==> src/rtl/motor_pkg.sv <==
// motor_pkg: shared types and helpers for the multi-channel H-bridge controller.
//   state_e  - per-channel sequencing state (RUN, RAMP_DN, DEAD)
//   pwm_max  - last PWM counter value for a given duty width (2^w - 2)
package motor_pkg;

   typedef enum logic [1:0] {
      RUN     = 2'd0,
      RAMP_DN = 2'd1,
      DEAD    = 2'd2
   } state_e;

   // Counter wraps here so a duty of 2^w-1 holds the output constantly high.
   function automatic int unsigned pwm_max(input int unsigned dw);
      return (32'd1 << dw) - 32'd2;
   endfunction

endpackage

==> src/rtl/motor_channel.sv <==
// motor_channel: one H-bridge channel. Slew-limits the applied duty, sequences
// direction reversal through ramp-down and a dead interval, and registers the
// PWM enable together with the IN1/IN2 direction pins.
// Build option: MOTOR_BRAKE_EN drives IN1=IN2=1 (brake) during the dead
// interval; without it both pins are 0 (coast).
//   clk, rst     - clock, synchronous active-low reset
//   en           - global enable; 0 clears applied duty and gates PWM
//   pe           - period-end strobe from the shared PWM counter
//   cnt          - shared PWM counter
//   dir, duty    - requested direction and duty
//   pwm_out      - registered PWM enable
//   in1, in2     - registered direction pins
//   busy         - registered, high while ramping down or dead
module motor_channel
   import motor_pkg::*;
#(
   parameter int unsigned DUTY_W       = 8,
   parameter int unsigned RAMP_STEP    = 16,
   parameter int unsigned DEAD_PERIODS = 2
) (
   input  logic              clk,
   input  logic              rst,
   input  logic              en,
   input  logic              pe,
   input  logic [DUTY_W-1:0] cnt,
   input  logic              dir,
   input  logic [DUTY_W-1:0] duty,
   output logic              pwm_out,
   output logic              in1,
   output logic              in2,
   output logic              busy
);

   localparam int unsigned DC_W = $clog2(DEAD_PERIODS + 1);

`ifdef MOTOR_BRAKE_EN
   localparam logic DEAD_LVL = 1'b1;
`else
   localparam logic DEAD_LVL = 1'b0;
`endif

   state_e            state;
   logic [DUTY_W-1:0] ad;
   logic              adir;
   logic [DC_W-1:0]   dead_cnt;

   logic [DUTY_W-1:0] up_diff, dn_diff;
   logic [DUTY_W-1:0] up_step, dn_step, rd_step;

   // Slew-limited step sizes toward the request and toward zero.
   always_comb begin
      up_diff = duty - ad;
      dn_diff = ad - duty;
      up_step = '0;
      dn_step = '0;
      if (duty > ad)
         up_step = (32'(up_diff) > RAMP_STEP) ? DUTY_W'(RAMP_STEP) : up_diff;
      if (ad > duty)
         dn_step = (32'(dn_diff) > RAMP_STEP) ? DUTY_W'(RAMP_STEP) : dn_diff;
      rd_step = (32'(ad) > RAMP_STEP) ? DUTY_W'(RAMP_STEP) : ad;
   end

   // Sequencer and output registers; applied values only move on period end.
   always_ff @(posedge clk) begin
      if (!rst) begin
         state    <= RUN;
         ad       <= '0;
         adir     <= 1'b0;
         dead_cnt <= '0;
         pwm_out  <= 1'b0;
         in1      <= 1'b1;
         in2      <= 1'b0;
         busy     <= 1'b0;
      end else begin
         pwm_out <= en && (cnt < ad);
         busy    <= (state != RUN);
         if (state == DEAD) begin
            in1 <= DEAD_LVL;
            in2 <= DEAD_LVL;
         end else begin
            in1 <= ~adir;
            in2 <= adir;
         end

         if (!en) begin
            // Sequencing frozen; a pending reversal resumes from ad = 0.
            ad <= '0;
         end else if (pe) begin
            unique case (state)
               RUN: begin
                  if (dir != adir) begin
                     if (ad == '0) begin
                        state    <= DEAD;
                        dead_cnt <= DC_W'(DEAD_PERIODS);
                     end else begin
                        state <= RAMP_DN;
                     end
                  end else begin
                     ad <= ad + up_step - dn_step;
                  end
               end
               RAMP_DN: begin
                  if (dir == adir) begin
                     state <= RUN;
                  end else begin
                     ad <= ad - rd_step;
                     if (ad == rd_step) begin
                        state    <= DEAD;
                        dead_cnt <= DC_W'(DEAD_PERIODS);
                     end
                  end
               end
               DEAD: begin
                  dead_cnt <= dead_cnt - DC_W'(1);
                  if (dead_cnt == DC_W'(1)) begin
                     state <= RUN;
                     adir  <= dir;
                  end
               end
               default: state <= RUN;
            endcase
         end
      end
   end

endmodule

==> src/rtl/motor_drive_ctrl.sv <==
// motor_drive_ctrl: multi-channel H-bridge controller for L298-class drivers.
// Shared prescaler and PWM counter feed CHANNELS motor_channel instances.
// Build option: MOTOR_BRAKE_EN selects brake (IN1=IN2=1) instead of coast
// (IN1=IN2=0) during the reversal dead interval.
//   clk, rst    - 50 MHz clock, synchronous active-low reset
//   en          - global enable
//   dir         - requested direction per channel (0 fwd, 1 rev)
//   duty_cycle  - requested duty, channel k at [k*DUTY_W +: DUTY_W]
//   pwm_out     - per-channel PWM to ENx
//   in1, in2    - per-channel direction pins
//   busy        - per-channel, high during ramp-down or dead interval
//   led         - registered low byte of channel 0 duty request
module motor_drive_ctrl
   import motor_pkg::*;
#(
   parameter int unsigned CHANNELS     = 2,
   parameter int unsigned DUTY_W       = 8,
   parameter int unsigned PRESC        = 1960,
   parameter int unsigned RAMP_STEP    = 16,
   parameter int unsigned DEAD_PERIODS = 2
) (
   input  logic                       clk,
   input  logic                       rst,
   input  logic                       en,
   input  logic [CHANNELS-1:0]        dir,
   input  logic [CHANNELS*DUTY_W-1:0] duty_cycle,
   output logic [CHANNELS-1:0]        pwm_out,
   output logic [CHANNELS-1:0]        in1,
   output logic [CHANNELS-1:0]        in2,
   output logic [CHANNELS-1:0]        busy,
   output logic [7:0]                 led
);

   localparam int unsigned PW = (PRESC > 1) ? $clog2(PRESC) : 1;
   localparam logic [DUTY_W-1:0] CNT_MAX = DUTY_W'(pwm_max(DUTY_W));

   logic [PW-1:0]     pcnt;
   logic [DUTY_W-1:0] cnt;
   logic              tick_c;
   logic              pe_c;

   assign tick_c = (pcnt == PW'(PRESC - 1));
   assign pe_c   = tick_c && (cnt == CNT_MAX);

   // Shared prescaler, PWM counter and LED register.
   always_ff @(posedge clk) begin
      if (!rst) begin
         pcnt <= '0;
         cnt  <= '0;
         led  <= '0;
      end else begin
         pcnt <= tick_c ? '0 : pcnt + PW'(1);
         if (tick_c)
            cnt <= (cnt == CNT_MAX) ? '0 : cnt + DUTY_W'(1);
         led <= 8'(duty_cycle[DUTY_W-1:0]);
      end
   end

   for (genvar k = 0; k < CHANNELS; k++) begin : g_ch
      motor_channel #(
         .DUTY_W       (DUTY_W),
         .RAMP_STEP    (RAMP_STEP),
         .DEAD_PERIODS (DEAD_PERIODS)
      ) u_ch (
         .clk     (clk),
         .rst     (rst),
         .en      (en),
         .pe      (pe_c),
         .cnt     (cnt),
         .dir     (dir[k]),
         .duty    (duty_cycle[k*DUTY_W +: DUTY_W]),
         .pwm_out (pwm_out[k]),
         .in1     (in1[k]),
         .in2     (in2[k]),
         .busy    (busy[k])
      );
   end

endmodule

==> config.mk <==
export PLATFORM = sky130hd
export DESIGN_NAME = motor_drive_ctrl
export DESIGN_NICKNAME = d
export VERILOG_FILES = /design/src/rtl/motor_pkg.sv /design/src/rtl/motor_channel.sv /design/src/rtl/motor_drive_ctrl.sv
export SDC_FILE = /design/constraint.sdc
export NUM_CORES = 1
export LEC_CHECK = 0
export CELL_PAD_IN_SITES_DETAIL_PLACEMENT = 2
export CELL_PAD_IN_SITES_GLOBAL_PLACEMENT = 2
export CORE_ASPECT_RATIO = 1.5
export CORE_MARGIN = 1.5
export CORE_UTILIZATION = 39
export DETAILED_ROUTE_END_ITERATION = 12
export PLACE_DENSITY = 0.95
export SLEW_MARGIN = 20
export SYNTH_ARGS = -nofsm -noshare
export SYNTH_HDL_FRONTEND = slang
export SYNTH_SLANG_ARGS = --single-unit
==> constraint.sdc <==
create_clock -name clk -period 7.8 [get_ports clk]
set_clock_uncertainty 0.2 [all_clocks]
set_input_delay 1.17 -clock clk [delete_from_list [all_inputs] [get_ports clk]]
set_output_delay 1.17 -clock clk [all_outputs]
set_load 0.01 [all_outputs]
==> reports/metrics.cfg, run 1 <==
[yosys]
synth_area_per_cell_um2 = 7.82
yosysMostFrequentCell = nor2_1
synthDistinctLibCells = 76
synth_commonest_cells = 84 x nor2_1, 81 x inv_1, 69 x ha_1
synth-seq-area-share_pct = 20.5
synth_xor_xnor_area_share_pct = 6.58
yosysTopAreaCellShare_pct = 20.5
synth_edf_count = 0
synth.mux.area_fraction_pct = 0.841
yosys.area_share.simple_pct = 23.5
synth-adder-area-share_pct = 20.6
async_reset_ff_share_pct = 0
synth_flop_cell = dfxtp_1
syn_inst = 761
synth-compound-area-share_pct = 19.7
yosys_register_bits = 61
synth_top_area_cell = dfxtp_1
syn_area_um2 = 5950
ys_warn_count = 0
synth_top_family_by_area = simple AND/OR/NAND/NOR gates
synth.top_cells.by_area = dfxtp_1 21%, ha_1 15%, fa_1 6.1%, nor2_1 5.3%, inv_1 5.1%

[worst_setup_path]
max_stage_delay_ns = 0.57
crit_family = compound AO/OA/AOI/OAI gates
critPathBufInv = 2
cp-start-kind = input port
crit_path_end_kind = flip-flop
crit_chain = clkdlybuf4s50_1 > inv_1 > ha_1 > nor2b_1 > o31ai_1 > nand3_1 > a2111o_1 > nor4b_1 > nor2b_1 > fa_1 > ha_1 > nor2b_1 > nor3_1 > a2bb2oi_1 > a211oi_1 > a211oi_1
worstPathMaxFanout = 4
crit_type = input port to flip-flop
crit_slowest_cell = clkdlybuf4s50_1
arrival_ns = 6.24
crit_required_ns = 7.84
crit_top_cell = nor2b_1

[clock_tree]
h-tree-depth = 3
cts_root_buffer = clkbuf_16
cts_tree = yes
clk_latency_ns = 0.35
ctsResizeCount = 0
path_clk_slew_ns = 0.06
clock_sinks = 61
numCtsBuffers = 9
postCtsHoldBufs = 0
clk_path_buf_depth = 2
post-cts-setup-buffers = 0

[global_route]
antenna_found_initial = 0
grt_first_pass_wirelength_mm = 39.4
gr-total-overflow = 0
grt_max_degree = 23
track_usage_pct = 31.9
grt_pass1_vias = 7049

[timing]
hold_viol = 0
finalSetupTns_ns = 0
maxSlewViolCount = 0
max_freq_ghz = 0.161
rsz0062_at_grt = no
setup_viol = 0
slew_headroom_pct = 25.9
worst_pin_slew_ns = 1.10
finalCriticalPeriod_ns = 6.20
period_share_pct = 79.5

[final_layout]
diodes = 0
drive_gt1_share_pct = 3.56
area_growth_syn_to_layout_pct = 12.8
nets = 889

[pwr]
vdd_drop_max_mv = 0.0990
p_leak_nw = 2.75
power.total_mw = 0.924
powerDensity_nw_per_um2 = 138

[routing]
routed_wl_mm = 24.8
vias = 6030
routedWlPerCell_um = 25.2
drcViolationCount = 0
vias_per_cell = 6.12
dr.pass1.iters = 4
ant_nets = 0
drtIter0Drc = 242

[flow_run]
maxCapViolations = 0

[status]
status = finished clean

[floorplan]
die_h_um = 154
start_util_pct = 39.7
die_width_um = 104
die_area_um2 = 16000
io_pins = 37
row_count = 55
core_area_um2 = 15000

[place]
place.gp.congestion = 0.832
io_buffers = 36
hpwl_mm = 17.7

[min_path]
hold_path_class = flip-flop to flip-flop

==> sequential cells by signal, summed over array words and instances (netlist names) <==
name and flops:
led 8, g_ch.u_ch.in1 2, g_ch.u_ch.pwm_out 2, pcnt 11, g_ch.u_ch.in2 2, g_ch.u_ch.busy 2, cnt 8, g_ch.u_ch.ad 16
g_ch.u_ch.state 4, g_ch.u_ch.dead_cnt 4, g_ch.u_ch.adir 2
==> layer usage <==
| layer | up-vias | GRT usage, % | wire [um] |
|---|---|---|---|
| li1 | 2696 | - | - |
| met1 | 3023 | 29.3 | 8590 |
| met2 | 203 | 62.4 | 13700 |
| met3 | 108 | 4.85 | 814 |
| met4 | 0 | 24.0 | 1690 |
| met5 | - | 0 | 0 |
==> path summary, 6_finish.rpt <==
check	depth (start not counted)	startpoint	slack (ns)	end
setup / recovery	16	duty_cycle[1]	1.60	g_ch[0].u_ch.ad[4]
hold / removal	2	g_ch[0].u_ch.dead_cnt[1]	0.33	g_ch[0].u_ch.dead_cnt[1]
setup reg to reg	14	g_ch[0].u_ch.ad[1]	2.19	g_ch[0].u_ch.ad[4]
hold reg to reg	2	g_ch[0].u_ch.dead_cnt[1]	0.33	g_ch[0].u_ch.dead_cnt[1]
==> power breakdown <==
| part | switching (mW) | internal, mW | leakage (nW) | total [mW] |
|---|---|---|---|---|
| Clock | 0.169 | 0.257 | 0.142 | 0.426 |
| Combinational | 0.109 | 0.0714 | 2.11 | 0.180 |
| Sequential | 0.00264 | 0.315 | 0.494 | 0.318 |
| Total | 0.281 | 0.643 | 2.75 | 0.924 |
==> cells by family (layout without fill, tap and decap cells) <==
| kind of cell | Yosys count | after routing |
|---|---|---|
| AOI/OAI and AO/OA | 174 | 174 |
| xor gates and xnor gates | 43 | 43 |
| adders and majority gates | 87 | 87 |
| buffers and inverters | 117 | 134 |
| DFF | 61 | 61 |
| muxes | 5 | 5 |
| other | 2 | 10 |
| and+or+nand+nor | 272 | 272 |
==> tightest hold or removal path, delay by kind of cell, from the launching register on <==
family                 cells  cell delay [ns]
DFF                        1             0.31
AOI/OAI and AO/OA          1             0.08
buffers and inverters      1             0.08
==> cells in the final DEF (no fill, tap or decap), types with 8 or more instances in the layout <==
cell / count
a211oi_1: 17
a21o_1: 14
a21oi_1: 44
and3_1: 9
clkbuf_16: 9
clkdlybuf4s50_1: 36
conb_1: 10
dfxtp_1: 61
fa_1: 18
ha_1: 69
inv_1: 81
nand2_1: 39
nand2b_1: 18
nand3_1: 26
nand4_1: 14
nor2_1: 84
nor2b_1: 13
nor3_1: 20
nor4_1: 13
o211ai_1: 8
o21ai_0: 34
xnor2_1: 21
xor2_1: 21
==> per-stage QoR <==
stage | instance area [um^2] | worst slack (ns) | cells | hold slack [ns] | utilization, %
2_1_floorplan | 5980 | 2.60 | 769 | 0.226 | -
3_3_place_gp | 6410 | 1.83 | 969 | 0.238 | 42.8
3_5_place_dp | 6410 | 1.40 | 969 | 0.272 | 42.8
4_1_cts | 6720 | 1.66 | 985 | 0.326 | 44.8
5_1_grt | 6720 | 1.40 | 985 | 0.350 | 44.8
6_report | 6720 | 1.60 | 985 | 0.328 | 44.8
==> final cells by class <==
class,count,area [um^2]
tap,199,249
fill,1742,8290
sequential,61,1220
multi-input combinational,591,4270
clock inverter,5,58.8
clock buffer,11,243
inverter,81,304
timing repair buffer,37,368
No activity file was read; power rests on OpenSTA's default activity.
==> run 2, diff against run 1 <==
CORE_UTILIZATION = 33   (was 39)
PLACE_DENSITY = 0.9   (was 0.95)
clock period = 5.2 ns   (was 7.8 ns; I/O delays follow)
==> reports/metrics.cfg, run 2 (synthesized netlist as in run 1, its figures left out) <==
[status]
status = finished clean

[pwr]
powerDensity_nw_per_um2 = 192  ; +39%
vdd_drop_max_mv = 0.147  ; +48%
p_leak_nw = 3.37  ; +23%

[routing]
ant_nets = 0  ; unchanged
routed_wl_mm = 28.3  ; +14%
dr.pass1.iters = 4  ; unchanged
drcViolationCount = 0  ; unchanged
vias = 6495  ; +7.7%
drtIter0Drc = 290  ; +20%
vias_per_cell = 5.92  ; -3.4%
routedWlPerCell_um = 25.7  ; +2.0%

[clock_tree]
numCtsBuffers = 9  ; unchanged
clk_latency_ns = 0.36  ; about the same
postCtsHoldBufs = 0  ; unchanged
path_clk_slew_ns = 0.06  ; about the same
cts_tree = yes
h-tree-depth = 3  ; unchanged
clk_path_buf_depth = 2  ; unchanged
clock_sinks = 61  ; unchanged
cts_root_buffer = clkbuf_16

[place]
pre_cts_ws_ns = -0.815  ; -2.22 ns
hpwl_mm = 19.3  ; +9.2%
place.gp.congestion = 0.849  ; +2.1%
io_buffers = 36  ; unchanged

[timing]
slew_headroom_pct = 33.6  ; +7.7 points
hold-worst-slack_ns = 0.259  ; -0.0684 ns
finalCriticalPeriod_ns = 5.08
period_share_pct = 97.6
max_freq_ghz = 0.197
maxSlewViolCount = 0  ; unchanged
worst_pin_slew_ns = 0.987  ; -0.114 ns
worst_slack_ns = 0.124  ; -1.47 ns
setup_viol = 0  ; unchanged
hold_viol = 0  ; unchanged

[global_route]
track_usage_pct = 29.5  ; -2.4 points
grt.met1_usage_pct = 25.9  ; -3.4 points
grt_use_met3_pct = 4.09  ; -0.76 points
grt_pass1_vias = 7666  ; +8.8%
grt_busiest_layer = met2
gr-total-overflow = 0  ; unchanged
grt_max_degree = 23  ; unchanged
antenna_found_initial = 0  ; unchanged
grt_first_pass_wirelength_mm = 42.8  ; +8.4%
gr-usage-met2_pct = 59.1  ; -3.3 points

[final_layout]
final_cell_mix = 94 x buf_4, 83 x nor2_1, 69 x inv_1
largestRegisters = g_ch.u_ch.ad (16), pcnt (11)
largest_reg_flops = 16  ; unchanged
largest-register = g_ch.u_ch.ad
nets = 984  ; +11%
drive_gt1_share_pct = 24.1  ; +21 points
diodes = 0  ; unchanged
final_common_cell = buf_4
area_growth_syn_to_layout_pct = 34.7

[floorplan]
die_width_um = 113  ; +8.5%
die_h_um = 167  ; +8.5%
row_count = 60  ; +9.1%
start_util_pct = 33.5  ; -6.2 points
die_area_um2 = 18900  ; +18%
io_pins = 37  ; unchanged
core_area_um2 = 17800  ; +19%

[worst_setup_path]
crit_chain = clkdlybuf4s50_1 > inv_1 > ha_2 > buf_4 > o21a_1 > nor2_1 > a31o_2 > xnor2_1 > nor3_2 > nand2b_1 > fa_1 > inv_1 > ha_2 > nand3_2 > o211ai_1 > nor4_2 > nor3_1 > xnor2_1 > o31ai_1
crit_path_end_kind = flip-flop
crit_type = input port to flip-flop
worstPathMaxFanout = 7  ; +3
arrival_ns = 5.14  ; -1.10 ns
cp-start-kind = input port
crit_required_ns = 5.26  ; -2.58 ns
max_stage_delay_ns = 0.55  ; -0.02 ns
crit_slowest_cell = fa_1

[min_path]
hold_path_class = flip-flop to flip-flop

[flow_run]
maxCapViolations = 0  ; unchanged

[run 2: changes by cell type in the layout (fill, tap and decap cells not counted), sizes merged]
cell and change:
dlygate4sd2 +1, buf +95, dlymetal6s2s +7, clkdlybuf4s50 -9, clkinvlp -1, clkbuf -1
clkinv +2, bufinv +1
[run 2: path summary, 6_finish.rpt]
check,startpoint,to,slack [ns],depth (start not counted)
max,duty_cycle[5],g_ch[0].u_ch.ad[7],0.12,19
min,pcnt[0],pcnt[0],0.26,1
max reg2reg,g_ch[0].u_ch.ad[0],g_ch[0].u_ch.ad[7],0.21,18
min reg2reg,pcnt[0],pcnt[0],0.26,1
[run 2: through the flow]
stage | power, mW | setup TNS, ns | area, um^2 | std cells | utilization (%)
after detailed placement | 0.789 | -5.96 | 7100 | 1075 | 39.9
final | 1.54 | 0 | 8020 | 1098 | 45.1
after floorplan | 0.653 | 0 | 5980 | 769 | -
after CTS | 1.51 | -0.0244 | 7700 | 1097 | 43.3
after global placement | 0.761 | -2.25 | 7100 | 1075 | 39.9
after global routing | 1.58 | -0.0275 | 8020 | 1098 | 45.1
[run 2: timing repair]
item | CTS | global route
pin swaps | 25 | 41
setup endpoints to repair | 9 | 10
setup buffers | 6 | 2
gates resized for setup | 48 | 66
[run 2: cell type report]
type	instances	area, um^2
clock buffers	9	225
clock inverters	7	98.8
fillers	1936	9770
inverters	81	304
multi-input cells	591	4800
flip-flops and latches	61	1220
well taps	217	272
repair buffers	132	1100
[run 2: routing by layer]
metal | vias to the layer above | share of wire, %
met5 | - | 0
met4 | 0 | 7.3
met3 | 137 | 2.6
met2 | 201 | 57
met1 | 3276 | 33
li1 | 2881 | -
[run 2: report_power, final]
group | internal, mW | switching (mW) | leakage [nW]
Sequential | 0.472 | 0.00340 | 0.495
Combinational | 0.165 | 0.205 | 2.71
Clock | 0.423 | 0.269 | 0.156
Total | 1.06 | 0.478 | 3.37
[run 2: critical path: cells and delay by family]
| kind | cells | cell delay [ns] |
|---|---|---|
| adders and majority gates | 3 | 1.38 |
| xor gates and xnor gates | 2 | 0.43 |
| AOI/OAI and AO/OA | 4 | 0.91 |
| and+or+nand+nor | 6 | 0.79 |
| buffers and inverters | 4 | 0.85 |
